## src/rtl/ahb_bus_arbiter.sv

```systemverilog
`default_nettype none
// ============================================================================
// Module   : ahb_bus_arbiter
// Purpose  : Shares one AHB address/data bus between MASTER_NUM masters.
//            Produces a registered one-hot grant, a registered owner index
//            (lagging the grant by one accepted transfer) and a combinational
//            master-lock flag. Holds the bus through fixed-length bursts and
//            locked sequences and parks it on master MASTER_NUM-1 when idle.
// Ports    : hclk      - bus clock, rising edge
//            hreset    - synchronous active-high reset
//            hbusreq   - per-master bus request   [MASTER_NUM-1:0]
//            hlock     - per-master lock request  [MASTER_NUM-1:0]
//            hready    - transfer done; every state change qualifies on it
//            htrans    - current owner's transfer type
//            hburst    - current owner's burst type
//            hgrant    - one-hot grant (registered) [MASTER_NUM-1:0]
//            hmaster   - address-phase owner index (registered) [3:0]
//            hmastlock - lock flag of the granted master (combinational)
// Options  : AHB_ARB_ROUND_ROBIN_EN - round-robin winner selection instead
//            of fixed priority (index 0 highest).
// Revision : 1.0 - initial release
// ============================================================================
module ahb_bus_arbiter #(
    parameter int MASTER_NUM = 4
) (
    input  logic                  hclk,
    input  logic                  hreset,
    input  logic [MASTER_NUM-1:0] hbusreq,
    input  logic [MASTER_NUM-1:0] hlock,
    input  logic                  hready,
    input  logic [1:0]            htrans,
    input  logic [2:0]            hburst,
    output logic [MASTER_NUM-1:0] hgrant,
    output logic [3:0]            hmaster,
    output logic                  hmastlock
);

    localparam logic [1:0] c_ST_FREE   = 2'd0;
    localparam logic [1:0] c_ST_BURST  = 2'd1;
    localparam logic [1:0] c_ST_LOCKED = 2'd2;

    localparam logic [1:0] c_TRANS_IDLE   = 2'd0;
    localparam logic [1:0] c_TRANS_NONSEQ = 2'd2;
    localparam logic [1:0] c_TRANS_SEQ    = 2'd3;

    localparam logic [3:0]            c_DEFAULT_IDX   = 4'(MASTER_NUM - 1);
    localparam logic [MASTER_NUM-1:0] c_DEFAULT_GRANT = {1'b1, {(MASTER_NUM-1){1'b0}}};
    localparam logic [MASTER_NUM-1:0] c_ONE           = {{(MASTER_NUM-1){1'b0}}, 1'b1};

    logic [1:0]            r_state;
    logic [3:0]            r_cnt;
    logic [MASTER_NUM-1:0] r_hgrant;
    logic [3:0]            r_hmaster;

    logic [1:0]            w_state_nxt;
    logic [3:0]            w_cnt_nxt;
    logic                  w_rearb;
    logic [3:0]            w_gidx;
    logic                  w_own_lock;
    logic                  w_any_req;
    logic [15:0]           w_req16;
    logic [3:0]            w_winner;
    logic [MASTER_NUM-1:0] w_winner_oh;

    // Widened request vector so a 4-bit index always selects cleanly;
    // bits at and above MASTER_NUM are tied to zero.
    assign w_req16   = 16'(hbusreq);
    assign w_any_req = |hbusreq;

    // One-hot grant to index.
    always_comb begin
        w_gidx = '0;
        for (int i = 0; i < MASTER_NUM; i++) begin
            if (r_hgrant[i]) begin
                w_gidx = w_gidx | 4'(i);
            end
        end
    end

    // Lock flag of whoever currently holds the grant.
    assign w_own_lock = |(hlock & r_hgrant);

`ifdef AHB_ARB_ROUND_ROBIN_EN
    logic [3:0] r_last_owner;
    logic [4:0] w_cand;

    // Search from last_owner+1 upward with wrap; walking the candidates in
    // reverse order lets the first one in search order win the last write.
    always_comb begin
        w_winner = c_DEFAULT_IDX;
        w_cand   = '0;
        for (int k = MASTER_NUM; k >= 1; k--) begin
            w_cand = 5'(r_last_owner) + 5'(k);
            if (w_cand >= 5'(MASTER_NUM)) begin
                w_cand = w_cand - 5'(MASTER_NUM);
            end
            if (w_req16[w_cand[3:0]]) begin
                w_winner = w_cand[3:0];
            end
        end
    end

    always_ff @(posedge hclk) begin
        if (hreset) begin
            r_last_owner <= c_DEFAULT_IDX;
        end else if (hready && w_rearb && w_any_req) begin
            r_last_owner <= w_winner;
        end
    end
`else
    // Fixed priority: lowest requesting index wins, park on the default.
    always_comb begin
        w_winner = c_DEFAULT_IDX;
        for (int i = MASTER_NUM - 1; i >= 0; i--) begin
            if (w_req16[i]) begin
                w_winner = 4'(i);
            end
        end
    end
`endif

    assign w_winner_oh = c_ONE << w_winner;

    // Next-state logic; only consumed on hready cycles.
    always_comb begin
        w_state_nxt = r_state;
        w_cnt_nxt   = r_cnt;
        w_rearb     = 1'b0;
        case (r_state)
            c_ST_FREE: begin
                if (w_own_lock) begin
                    // Lock wins over burst tracking; keep current owner.
                    w_state_nxt = c_ST_LOCKED;
                end else if (htrans == c_TRANS_NONSEQ && hburst >= 3'd2) begin
                    w_state_nxt = c_ST_BURST;
                    case (hburst[2:1])
                        2'b01:   w_cnt_nxt = 4'd3;
                        2'b10:   w_cnt_nxt = 4'd7;
                        default: w_cnt_nxt = 4'd15;
                    endcase
                end else begin
                    w_rearb = 1'b1;
                end
            end
            c_ST_BURST: begin
                if (w_own_lock) begin
                    w_state_nxt = c_ST_LOCKED;
                    w_cnt_nxt   = '0;
                end else if (htrans == c_TRANS_IDLE || htrans == c_TRANS_NONSEQ) begin
                    w_state_nxt = c_ST_FREE;
                    w_cnt_nxt   = '0;
                end else if (htrans == c_TRANS_SEQ) begin
                    if (r_cnt <= 4'd1) begin
                        // Final beat accepted: hand over immediately.
                        w_state_nxt = c_ST_FREE;
                        w_cnt_nxt   = '0;
                        w_rearb     = 1'b1;
                    end else begin
                        w_cnt_nxt = r_cnt - 4'd1;
                    end
                end
            end
            c_ST_LOCKED: begin
                // Leaving lock does not re-arbitrate on the same edge, which
                // covers the final locked data phase.
                if (!w_own_lock) begin
                    w_state_nxt = c_ST_FREE;
                end
            end
            default: begin
                w_state_nxt = c_ST_FREE;
                w_cnt_nxt   = '0;
            end
        endcase
    end

    always_ff @(posedge hclk) begin
        if (hreset) begin
            r_state   <= c_ST_FREE;
            r_cnt     <= '0;
            r_hgrant  <= c_DEFAULT_GRANT;
            r_hmaster <= c_DEFAULT_IDX;
        end else if (hready) begin
            r_state   <= w_state_nxt;
            r_cnt     <= w_cnt_nxt;
            r_hmaster <= w_gidx;
            if (w_rearb) begin
                r_hgrant <= w_winner_oh;
            end
        end
    end

    assign hgrant    = r_hgrant;
    assign hmaster   = r_hmaster;
    assign hmastlock = w_own_lock;

endmodule
`default_nettype wire

```

## config.mk

```make
export PLATFORM = sky130hd
export DESIGN_NAME = ahb_bus_arbiter
export DESIGN_NICKNAME = d
export VERILOG_FILES = /design/src/rtl/ahb_bus_arbiter.sv
export SDC_FILE = /design/constraint.sdc
export NUM_CORES = 1
export LEC_CHECK = 0
export CAP_MARGIN = 30
export CORE_MARGIN = 2
export CORE_UTILIZATION = 48
export CTS_CLUSTER_DIAMETER = 200
export DETAILED_ROUTE_END_ITERATION = 10
export PLACE_DENSITY = 0.9
export SLEW_MARGIN = 30
export SYNTH_ARGS = -nofsm -noshare
export SYNTH_HDL_FRONTEND = slang
export SYNTH_SLANG_ARGS = --single-unit
```

## constraint.sdc

```tcl
create_clock -name hclk -period 3.5 [get_ports hclk]
set_input_delay 0.875 -clock hclk [delete_from_list [all_inputs] [get_ports hclk]]
set_output_delay 0.875 -clock hclk [all_outputs]
set_load 0.02 [all_outputs]
```

==> implementation parameters, run 1 <==
Parameter                              Value

Worst setup path
  Critical path's slowest cell ... clkdlybuf4s50_1
  Longest individual stage delay on the worst path ... 0.56 ns
  Buffers and inverters on the worst path ... 2
  Worst setup SP type ... input port
  Arrival time worst endpoint ... 2.26 ns
  Cell mode on critical path ... clkdlybuf4s50_1
  Crit. End Element ... primary output
  Cells traversed along the worst timing path ... clkdlybuf4s50_1, a22oi_1, nand2_1, clkdlybuf4s50_1
  Path type of the worst setup path ... in -> out
  Largest delay share family, worst path ... buffers and inverters
  Req. time, crit path ... around 2.6 ns
  Worst Path Max Fanout ... 3

Detailed routing
  Router iterations before antenna repair ... 4
  Post-DRT Antenna Nets ... 0
  Final routed wirelength across all metal layers ... 1.968 mm
  Post-detailed-route wirelength per cell ... 14.26 um
  Post-DR vias/cell ... 5.942
  Violation count after the first detailed-route iteration ... 17
  Number of design rule violations left after detail routing ... 0
  Via Count ... 820

Yosys
  Syn avg cell area ... between 8 and 9 um2
  Share of the yosys chip area belonging to registers ... about 30%
  Cell area after technology mapping ... 805.8 um2
  Number of synthesized flops with an enable pin ... 0
  Number of register bits inferred by synthesis ... 12
  Post-synth top flop ... dfxtp_1
  Asr flop ratio synth ... 0%
  Number of warnings reported in the yosys synthesis log ... 0
  Mapped Cells ... 100
  Cell variety after synth ... 39

Finish
  Most common cell after layout, fill and taps aside ... clkdlybuf4s50_1
  Final-layout fill cell count ... 136
  Share of the core filled with cells in the final layout ... roughly 68%
  Final antenna diode count ... 0
  Final std cell area, no fill ... 0.001046 mm2
  Area growth, synth to finish ... 29.81%
  Fraction of layout instances using a drive strength above 1 ... between 9 and 10%
  Count of nets after finishing ... 143
  Most used cells in the layout excluding fill and tap cells ... clkdlybuf4s50_1 (20), nor2_1 (13), dfxtp_1 (12), a21oi_1 (9), inv_1 (8)

Power
  Power density over the cells ... 340.2 mW/mm2
  Lkg Pwr ... slightly below 0.4 nW
  Power consumption ... about 360 uW
  Largest vdd supply drop ... 0.0002150 V

Timing
  Ratio of final minimum period to clock period ... 89.61%
  Total count of hold-check failures in the final report ... 0
  Relative max-transition margin ... 60.13%
  Max-slew violations ... 0
  Unrepaired setup endpoints after global routing ... false
  Number of setup violations in the final report ... 0
  Fin Clk Skew ... 0.0007758 ns
  Total Negative Setup Slacks ... 0 ns
  Slew at the pin with the worst max-slew slack ... 0.5931 ns
  Minimum hold slack ... around 0.52 ns
  Highest clock rate ... 318.9 MHz
  Final worst path period need ... roughly 3.1 ns

Clock network
  Hold-fix buffers, CTS ... 0
  Worst-path clk slew ... 0.08 ns
  Clk buf depth ... 2
  Clock root buffer ... clkbuf_4
  # Post-CTS Setup Buffers ... 0
  H-tree depth ... 1
  Clk_lat worst skew ... 0.27 ns
  Clock buffer count from CTS ... 3
  Clk sink count ... 12
  Clock tree from TritonCTS ... yes
  Number of resized instances in the post-cts repair step ... 0

Floorplanning
  Num rows ... 14
  Die Area ... approximately 0.0020 mm2
  Die Wd ... between 40 and 50 um
  Vertical die dimension ... roughly 45 um
  Initial Util ... between 50% and 60%
  Placeable core region ... about 0.0015 mm2
  Top-level port count ... 25

GRT
  Number of global-route vias before repair ... 849
  Pin count of the biggest net entering global routing ... 15
  Antenna violations before repair ... 0
  Global-route wire length before repair ... between 3 and 4 mm
  Congestion Overflow GR ... 0
  Total routing resource utilization after global routing ... around 23%

Place
  Port buffer count ... 20
  Detailed-placement wirelength estimate ... 1.449 mm
  Routability-driven placement congestion ratio ... slightly below 1
  Placement-stage cell area ... between 0.001 and 0.0015 mm2

Job
  Max-capacitance violation count ... 0

Run status
  Result of the run ... finished, final reports clean

Hold path
  Worst Hold Class ... reg -> reg
flip-flops by register name, summed over array words and instances (netlist names):
name / flops
r_state: 2
hmaster: 2
r_cnt: 4
hgrant: 4
power by group:
| part | switching, mW | total [mW] | internal, mW |
|---|---|---|---|
| Clock | 0.0500 | 0.113 | 0.0632 |
| Combinational | 0.0475 | 0.0918 | 0.0443 |
| Sequential | 0.00803 | 0.151 | 0.143 |
| Total | 0.105 | 0.356 | 0.250 |
per-layer routing:
metal	vias to the layer above	GRT usage, %	routed length (um)
li1	399	-	-
met1	387	25.31	822
met2	30	41.43	1000
met3	4	3.600	115
met4	0	12.35	30
met5	-	0	0
worst reg2reg max path: cells and delay by family (launching register included):
family	cells	cell delay, ns
and+or+nand+nor	2	0.93
DFF	1	0.53
AOI/OAI and AO/OA	3	0.49
per-stage QoR:
stage | worst slack [ns] | cells
after floorplan | 1.183 | 101
after global placement | 0.3831 | 134
after detailed placement | 0.3591 | 134
after CTS | 0.3626 | 138
after global routing | 0.2243 | 138
final | 0.3638 | 138
final timing paths:
check	startpoint	to	slack, ns	cells past startpoint
worst max-delay path	hlock[2]	hmastlock	0.36	4
worst min-delay path	r_cnt[1]$_SDFFE_PP0P_	r_cnt[1]$_SDFFE_PP0P_	0.52	2
worst max register to register	r_state[1]$_SDFFE_PP0P_	r_cnt[3]$_SDFFE_PP0P_	1.45	5
worst min register to register	r_cnt[1]$_SDFFE_PP0P_	r_cnt[1]$_SDFFE_PP0P_	0.52	2
cell type report:
| type | count | area, um2 | share of cell area, % |
|---|---|---|---|
| clock buffer | 4 | 36.28 | 3.469 |
| inverter | 8 | 30.03 | 2.871 |
| multi-input combinational | 76 | 504.2 | 48.21 |
| sequential | 12 | 240.2 | 22.97 |
| tap | 16 | 20.02 | 1.914 |
| timing repair buffer | 22 | 215.2 | 20.57 |
Yosys cell counts, drive strengths merged (2+ instances only):
library cell	count	area share, %
nor3	4	2.5
o21ai	2	1.2
buf	4	3.9
a22oi	2	1.9
nand2b	2	1.6
inv	8	3.7
nand2	5	2.3
ha	4	6.2
nor3b	3	2.8
dfxtp	12	30
nor4	3	3.1
o21bai	2	1.9
a21oi	9	5.6
nand3	3	1.9
nor2	13	6.1
nand3b	2	1.9
o31ai	2	1.9
or2	4	3.1
cell families (layout without fill, tap and decap cells):
group                    after synthesis  count (layout)  share of synthesized area (%)
other                                  1               2                         0.4654
flip-flops                            12              12                          29.81
multiplexers                           1               1                          1.242
adder cells (fa/ha/maj)                4               4                          6.211
AND/OR/NAND/NOR                       44              44                          30.90
AO/OA/AOI/OAI                         25              25                          23.29
buffers and inverters                 13              34                          8.073
Note: power is estimated with default switching activity, not from simulation.
==> inputs of run 2 (changes only) <==
- CORE_UTILIZATION: 48 -> 41
- PLACE_DENSITY: 0.9 -> 0.83
- TNS_END_PERCENT: unset -> 5
- clock period: 3.5 -> 2.6 ns (I/O delays scaled with it)
==> run 2 against run 1 <==
Die area increased by 16%; worst hold slack lost 0.0059 ns; via count grew 0.37%; count of clock-buffer cells in the layout fell by 1; sequential power increased by 34%; clock skew grew 0.0013 ns; global-route usage is 4.5 points lower; core utilization shrank 11 points; cell count is 10% higher; critical path depth unchanged; worst setup slack got worse by 0.17 ns; sequential share of layout area down 0.61 points.
==> implementation parameters, run 2 (synthesis results as in run 1) <==
Parameter                              Value

Clock network
  # Post-CTS Setup Buffers ... 0
  H-tree depth ... 1
  Clock tree from TritonCTS ... yes
  Clk sink count ... 12
  Clock root buffer ... clkbuf_4
  Clock buffer count from CTS ... 3
  Clk_lat worst skew ... 0.27 ns
  Clk buf depth ... 2
  Worst-path clk slew ... 0.07 ns

Place
  Routability-driven placement congestion ratio ... 0.8399
  Detailed-placement wirelength estimate ... between 1.5 and 2 mm
  Port buffer count ... 20
  Dpl cells ... 149

Finish
  Share of the core filled with cells in the final layout ... 56.51%
  Fraction of layout instances using a drive strength above 1 ... 11.20%
  Most used cells in the layout excluding fill and tap cells ... clkdlybuf4s50_1 (19), nor2_1 (13), dfxtp_1 (12), a21oi_1 (9), inv_1 (8)
  Count of nets after finishing ... 147
  Final-layout fill cell count ... 170
  Final antenna diode count ... 0
  Final Non-Filler Cells ... 152
  Most common cell after layout, fill and taps aside ... clkdlybuf4s50_1
  Area growth, synth to finish ... 33.38%

Timing
  Fin Clk Skew ... around 0.0021 ns
  Slew at the pin with the worst max-slew slack ... 0.5541 ns
  Final worst path period need ... 2.402 ns
  Unrepaired setup endpoints after global routing ... false
  Relative max-transition margin ... 62.77%
  Highest clock rate ... 416.3 MHz
  Max-slew violations ... 0
  Ratio of final minimum period to clock period ... 92.38%
  Total count of hold-check failures in the final report ... 0
  Number of setup violations in the final report ... 0

Detailed routing
  Post-DR vias/cell ... 5.414
  Post-DRT Antenna Nets ... 0
  Via Count ... 823
  Router iterations before antenna repair ... 4
  Violation count after the first detailed-route iteration ... 18
  Post-detailed-route wirelength per cell ... between 10 and 15 um
  Number of design rule violations left after detail routing ... 0
  Final routed wirelength across all metal layers ... around 2.0 mm

GRT
  Pin count of the biggest net entering global routing ... 14
  Number of global-route vias before repair ... 804
  Congestion Overflow GR ... 0
  Global-route wire length before repair ... 3.394 mm
  Antenna violations before repair ... 0
  Total routing resource utilization after global routing ... 18.40%

Power
  Power consumption ... 443.0 uW
  Lkg Pwr ... between 0.4 and 0.5 nW
  Largest vdd supply drop ... 0.0002012 V
  Power density over the cells ... 412.2 mW/mm2

Floorplanning
  Num rows ... 16
  Initial Util ... a little over two fifths
  Die Area ... 0.002336 mm2
  Top-level port count ... 25
  Die Wd ... 48.33 um
  Placeable core region ... 0.001902 mm2
  Vertical die dimension ... between 40 and 50 um

Worst setup path
  Worst Path Max Fanout ... 2
  Arrival time worst endpoint ... 1.75 ns
  Buffers and inverters on the worst path ... 2
  Longest individual stage delay on the worst path ... 0.41 ns
  Path type of the worst setup path ... in -> out
  Crit. End Element ... primary output
  Critical path's slowest cell ... clkdlybuf4s50_1
  Req. time, crit path ... roughly 2.0 ns
  Worst setup SP type ... input port
  Cells traversed along the worst timing path ... clkdlybuf4s50_1, a22oi_1, nand2_1, dlygate4sd2_1
  Largest delay share family, worst path ... buffers and inverters

Run status
  Result of the run ... finished, final reports clean

Job
  Max-capacitance violation count ... 0

Hold path
  Worst Hold Class ... reg -> reg
## run 2: cell count changes in the layout (fill, tap and decap cells not counted)
cell             previous run  this run
dlygate4sd2_1               0         1
clkdlybuf4s50_1            20        19
clkbuf_8                    1         0
buf_4                       2         6
## run 2: power by group
| group | total, mW | internal, mW | switching (mW) |
|---|---|---|---|
| Combinational | 0.127 | 0.0618 | 0.0649 |
| Clock | 0.113 | 0.0536 | 0.0594 |
| Sequential | 0.203 | 0.192 | 0.0111 |
| Total | 0.443 | 0.308 | 0.135 |
## run 2: what timing repair did
item                       CTS  global route
hold buffers                 0             0
setup endpoints to repair    1             0
resized for setup            1             0
## run 2: area by class of cell
class	count	area [um2]	area share, %
tap	27	33.78	3.143
sequential	12	240.2	22.35
multi-input combinational	76	504.2	46.92
inverter	8	30.03	2.794
clock buffer	3	22.52	2.095
timing repair buffer	26	244.0	22.70
## run 2: final timing paths
path,from,slack (ns),endpoint,depth (start not counted)
worst max-delay path,hlock[1],0.20,hmastlock,4
worst min-delay path,hgrant[1]$_SDFFE_PP0P_,0.51,hgrant[1]$_SDFFE_PP0P_,2
worst min register to register,hgrant[1]$_SDFFE_PP0P_,0.51,hgrant[1]$_SDFFE_PP0P_,2
worst max register to register,r_state[1]$_SDFFE_PP0P_,0.66,hgrant[0]$_SDFFE_PP0P_,5
## run 2: metrics by stage
| stage | TNS, ns | area (um2) | hold WS, ns | worst slack, ns |
|---|---|---|---|---|
| after global placement | -0.006945 | 1054 | 0.4940 | -0.006945 |
| after floorplan | 0 | 809.5 | 0.4888 | 0.5077 |
| after CTS | 0 | 1075 | 0.5169 | 0.1961 |
| after detailed placement | -0.03831 | 1054 | 0.5039 | -0.03143 |
| after global routing | 0 | 1075 | 0.5512 | 0.1338 |
| final | 0 | 1075 | 0.5145 | 0.1981 |
## run 2: worst reg2reg max path, cell delays in order (launching register included)
cell and delay [ns]:
dfxtp_1 0.42, or2_0 0.36, or2_1 0.31, a2111oi_4 0.47, mux2i_1 0.24, nor2_1 0.05
## run 2: routing by layer
layer / track usage (%) / wire length, um
met1: 21.98 / 898
met3: 2.469 / 59
met4: 10.48 / 54
met5: 0 / 0
met2: 31.71 / 1019
==> inputs of run 3 (changes only) <==
- ABC_AREA: unset -> 1
- PLACE_DENSITY: 0.83 -> 0.82
- SETUP_SLACK_MARGIN: unset -> 0.3
- SLEW_MARGIN: 30 -> 20
==> run 3 against run 2 <==
Synthesized cell count rose by 41%; final area rose by 4.3%; largest cell class unchanged; critical endpoint unchanged; highest routed layer unchanged; clock power rose by 26%; core utilization rose by 0.63 points; largest power group is now combinational logic; global-route usage fell by 2.0 points; maximum frequency rose by 9.5%; sequential share of layout area fell by 0.92 points; register-to-register slack improved by 0.34 ns; worst setup slack improved by 0.21 ns.
==> implementation parameters, run 3 <==
Parameter                              Value

Place
  Port buffer count ... 20
  Dpl cells ... between 150 and 200
  Routability-driven placement congestion ratio ... around 0.91
  Detailed-placement wirelength estimate ... 1.560 mm
  Placement Setup Slack ... -0.04840 ns

Power
  Largest vdd supply drop ... 0.0002933 V
  Power density over the cells ... around 570 mW/mm2
  Lkg Pwr ... 0.5304 nW

Clock network
  Clock root buffer ... clkbuf_4
  Worst-path clk slew ... 0.07 ns
  Hold-fix buffers, CTS ... 0
  H-tree depth ... 1
  Clk buf depth ... 2
  Clk sink count ... 12
  # Post-CTS Setup Buffers ... 0
  Clock buffer count from CTS ... 3
  Clock tree from TritonCTS ... yes
  Clk_lat worst skew ... approximately 0.26 ns

Finish
  Final Non-Filler Cells ... 193
  Most common cell after layout, fill and taps aside ... nand2_1
  Count of nets after finishing ... 187
  Share of the core filled with cells in the final layout ... 57.14%
  Area growth, synth to finish ... 32.15%
  Most used cells in the layout excluding fill and tap cells ... nand2_1 (44), clkdlybuf4s50_1 (19), inv_1 (16), nand3_1 (14)
  Final-layout fill cell count ... 218
  Fraction of layout instances using a drive strength above 1 ... 12.65%
  Final antenna diode count ... 0

GRT
  Antenna violations before repair ... 0
  Number of global-route vias before repair ... 828
  Global-route wire length before repair ... 3.174 mm
  Total routing resource utilization after global routing ... 16.41%
  Pin count of the biggest net entering global routing ... 9
  Congestion Overflow GR ... 0

Worst setup path
  Path type of the worst setup path ... in -> out
  Arrival time worst endpoint ... 1.54 ns
  Req. time, crit path ... ~2 ns
  Worst Path Max Fanout ... 2
  Crit. End Element ... primary output
  Length in cells of the worst reg-to-reg path ... 9
  Worst setup SP type ... input port

Detailed routing
  Post-DRT Antenna Nets ... 0
  Post-detailed-route wirelength per cell ... ~9.7 um
  Number of design rule violations left after detail routing ... 0
  Via Count ... 907
  Router iterations before antenna repair ... 4
  Post-DR vias/cell ... approximately 4.7
  Violation count after the first detailed-route iteration ... 17
  Final routed wirelength across all metal layers ... roughly 1.9 mm

Timing
  Unrepaired setup endpoints after global routing ... false
  Highest clock rate ... 456.0 MHz
  Total count of hold-check failures in the final report ... 0
  Final critical-path setup slack ... 0.4069 ns
  Number of setup violations in the final report ... 0
  Total Negative Setup Slacks ... 0 ns
  Ratio of final minimum period to clock period ... 84.35%
  Max-slew violations ... 0
  Final worst path period need ... 2.193 ns
  Fin Clk Skew ... 0.001077 ns

Floorplanning
  Placeable core region ... around 0.0020 mm2
  Num rows ... 16
  Die Wd ... 49.49 um
  Initial Util ... ~43%
  Die Area ... 0.002449 mm2
  Top-level port count ... 25
  Vertical die dimension ... 49.49 um

Yosys
  Post-synth top flop ... dfxtp_1
  Simple logic cell fraction of the synthesized area ... 44.25%
  Most repeated cell in the gate-level netlist after synthesis ... nand2_1
  Area leader, netlist ... dfxtp_1
  Post-synthesis compound-gate area fraction ... under 10%
  Cell variety after synth ... 22
  Syn avg cell area ... 6.016 um2
  Number of register bits inferred by synthesis ... 12
  Mapped Cells ... 141
  Share of cell area taken by muxes after synthesis ... 0%
  Number of warnings reported in the yosys synthesis log ... 0
  Combinational family with the most area after synthesis ... simple AND/OR/NAND/NOR gates
  Adder and majority gate portion of the synthesized area ... 5.900%
  Share of the yosys chip area belonging to registers ... roughly 28%
  Asr flop ratio synth ... 0%
  Synth cell count leaders ... nand2_1 (44), inv_1 (16), nand3_1 (14)
  Synth top area cells ... dfxtp_1 (28%), nand2_1 (19%), nand3_1 (8.3%), inv_1 (7.1%), ha_1 (5.9%)
  Share of Yosys cell area claimed by the top area cell type ... about 28%
  Parity-gate share of the synthesized area counting xor and xnor cells ... 1.032%
  Cell area after technology mapping ... 848.3 um2
  Number of synthesized flops with an enable pin ... 0

Run status
  Result of the run ... finished, final reports clean

Job
  Max-capacitance violation count ... 0

Hold path
  Number of stages on the worst hold path ... 2
  Worst Hold Class ... reg -> reg
-- run 3: cell count changes after synthesis, sizes merged, moves of 3 or more --
cell,previous run,this run
nand4,0,4
nand3,3,15
nor2,13,17
inv,8,22
nor3,4,1
o21ai,2,6
nor4,3,0
nor3b,3,0
nand2,5,45
-- run 3: metrics by stage --
stage	hold slack [ns]	power [mW]	instance area, um2
global route	0.4993	0.6995	1121
floorplan	0.4453	0.4192	852.1
detailed placement	0.4623	0.5050	1090
finish	0.4728	0.6396	1121
CTS	0.4743	0.6493	1121
global placement	0.4572	0.4942	1090
-- run 3: report_power, final --
group | internal (mW) | total [mW] | switching, mW
Sequential | 0.205 | 0.229 | 0.0232
Clock | 0.0849 | 0.142 | 0.0567
Combinational | 0.109 | 0.269 | 0.161
Total | 0.399 | 0.640 | 0.241
-- run 3: final timing paths --
check / from / end / slack [ns]
setup / recovery: hlock[0] / hmastlock / 0.41
hold / removal: r_cnt[1]$_SDFFE_PP0P_ / r_cnt[1]$_SDFFE_PP0P_ / 0.47
setup reg to reg: r_cnt[0]$_SDFFE_PP0P_ / hgrant[2]$_SDFFE_PP0P_ / 1.00
hold reg to reg: r_cnt[1]$_SDFFE_PP0P_ / r_cnt[1]$_SDFFE_PP0P_ / 0.47
-- run 3: layer usage --
| layer | up-vias | global-route usage (%) | wire (um) |
|---|---|---|---|
| met1 | 397 | 18.91 | 872 |
| li1 | 487 | - | - |
| met4 | 0 | 6.944 | 8 |
| met5 | - | 0 | 0 |
| met3 | 2 | 3.636 | 85 |
| met2 | 21 | 29.05 | 907 |
-- run 3: repair_timing --
| item | 4_1_cts | 5_1_grt |
|---|---|---|
| gates resized for setup | 4 | 0 |
| hold endpoints to repair | 0 | 0 |
| setup endpoints to repair | 1 | 0 |
-- run 3: layout make-up --
cell class | count | area, um2 | share of cell area (%)
multi-input cells | 104 | 506.7 | 45.20
flip-flops and latches | 12 | 240.2 | 21.43
clock buffers | 4 | 36.28 | 3.237
inverters | 23 | 86.33 | 7.701
well taps | 27 | 33.78 | 3.013
repair buffers | 23 | 217.7 | 19.42
-- run 3: cell families after synthesis --
family | count (synthesis)
AND/OR/NAND/NOR | 84
buffers and inverters | 26
AO/OA/AOI/OAI | 13
flip-flops | 12
adder cells (fa/ha/maj) | 4
XOR/XNOR | 1
other | 1
-- run 3: worst max-delay path: stages --
cell and delay (ns):
clkdlybuf4s50_1 0.45, nand2_1 0.05, nand2_1 0.09, inv_1 0.05, nand2_2 0.08, buf_2 0.17
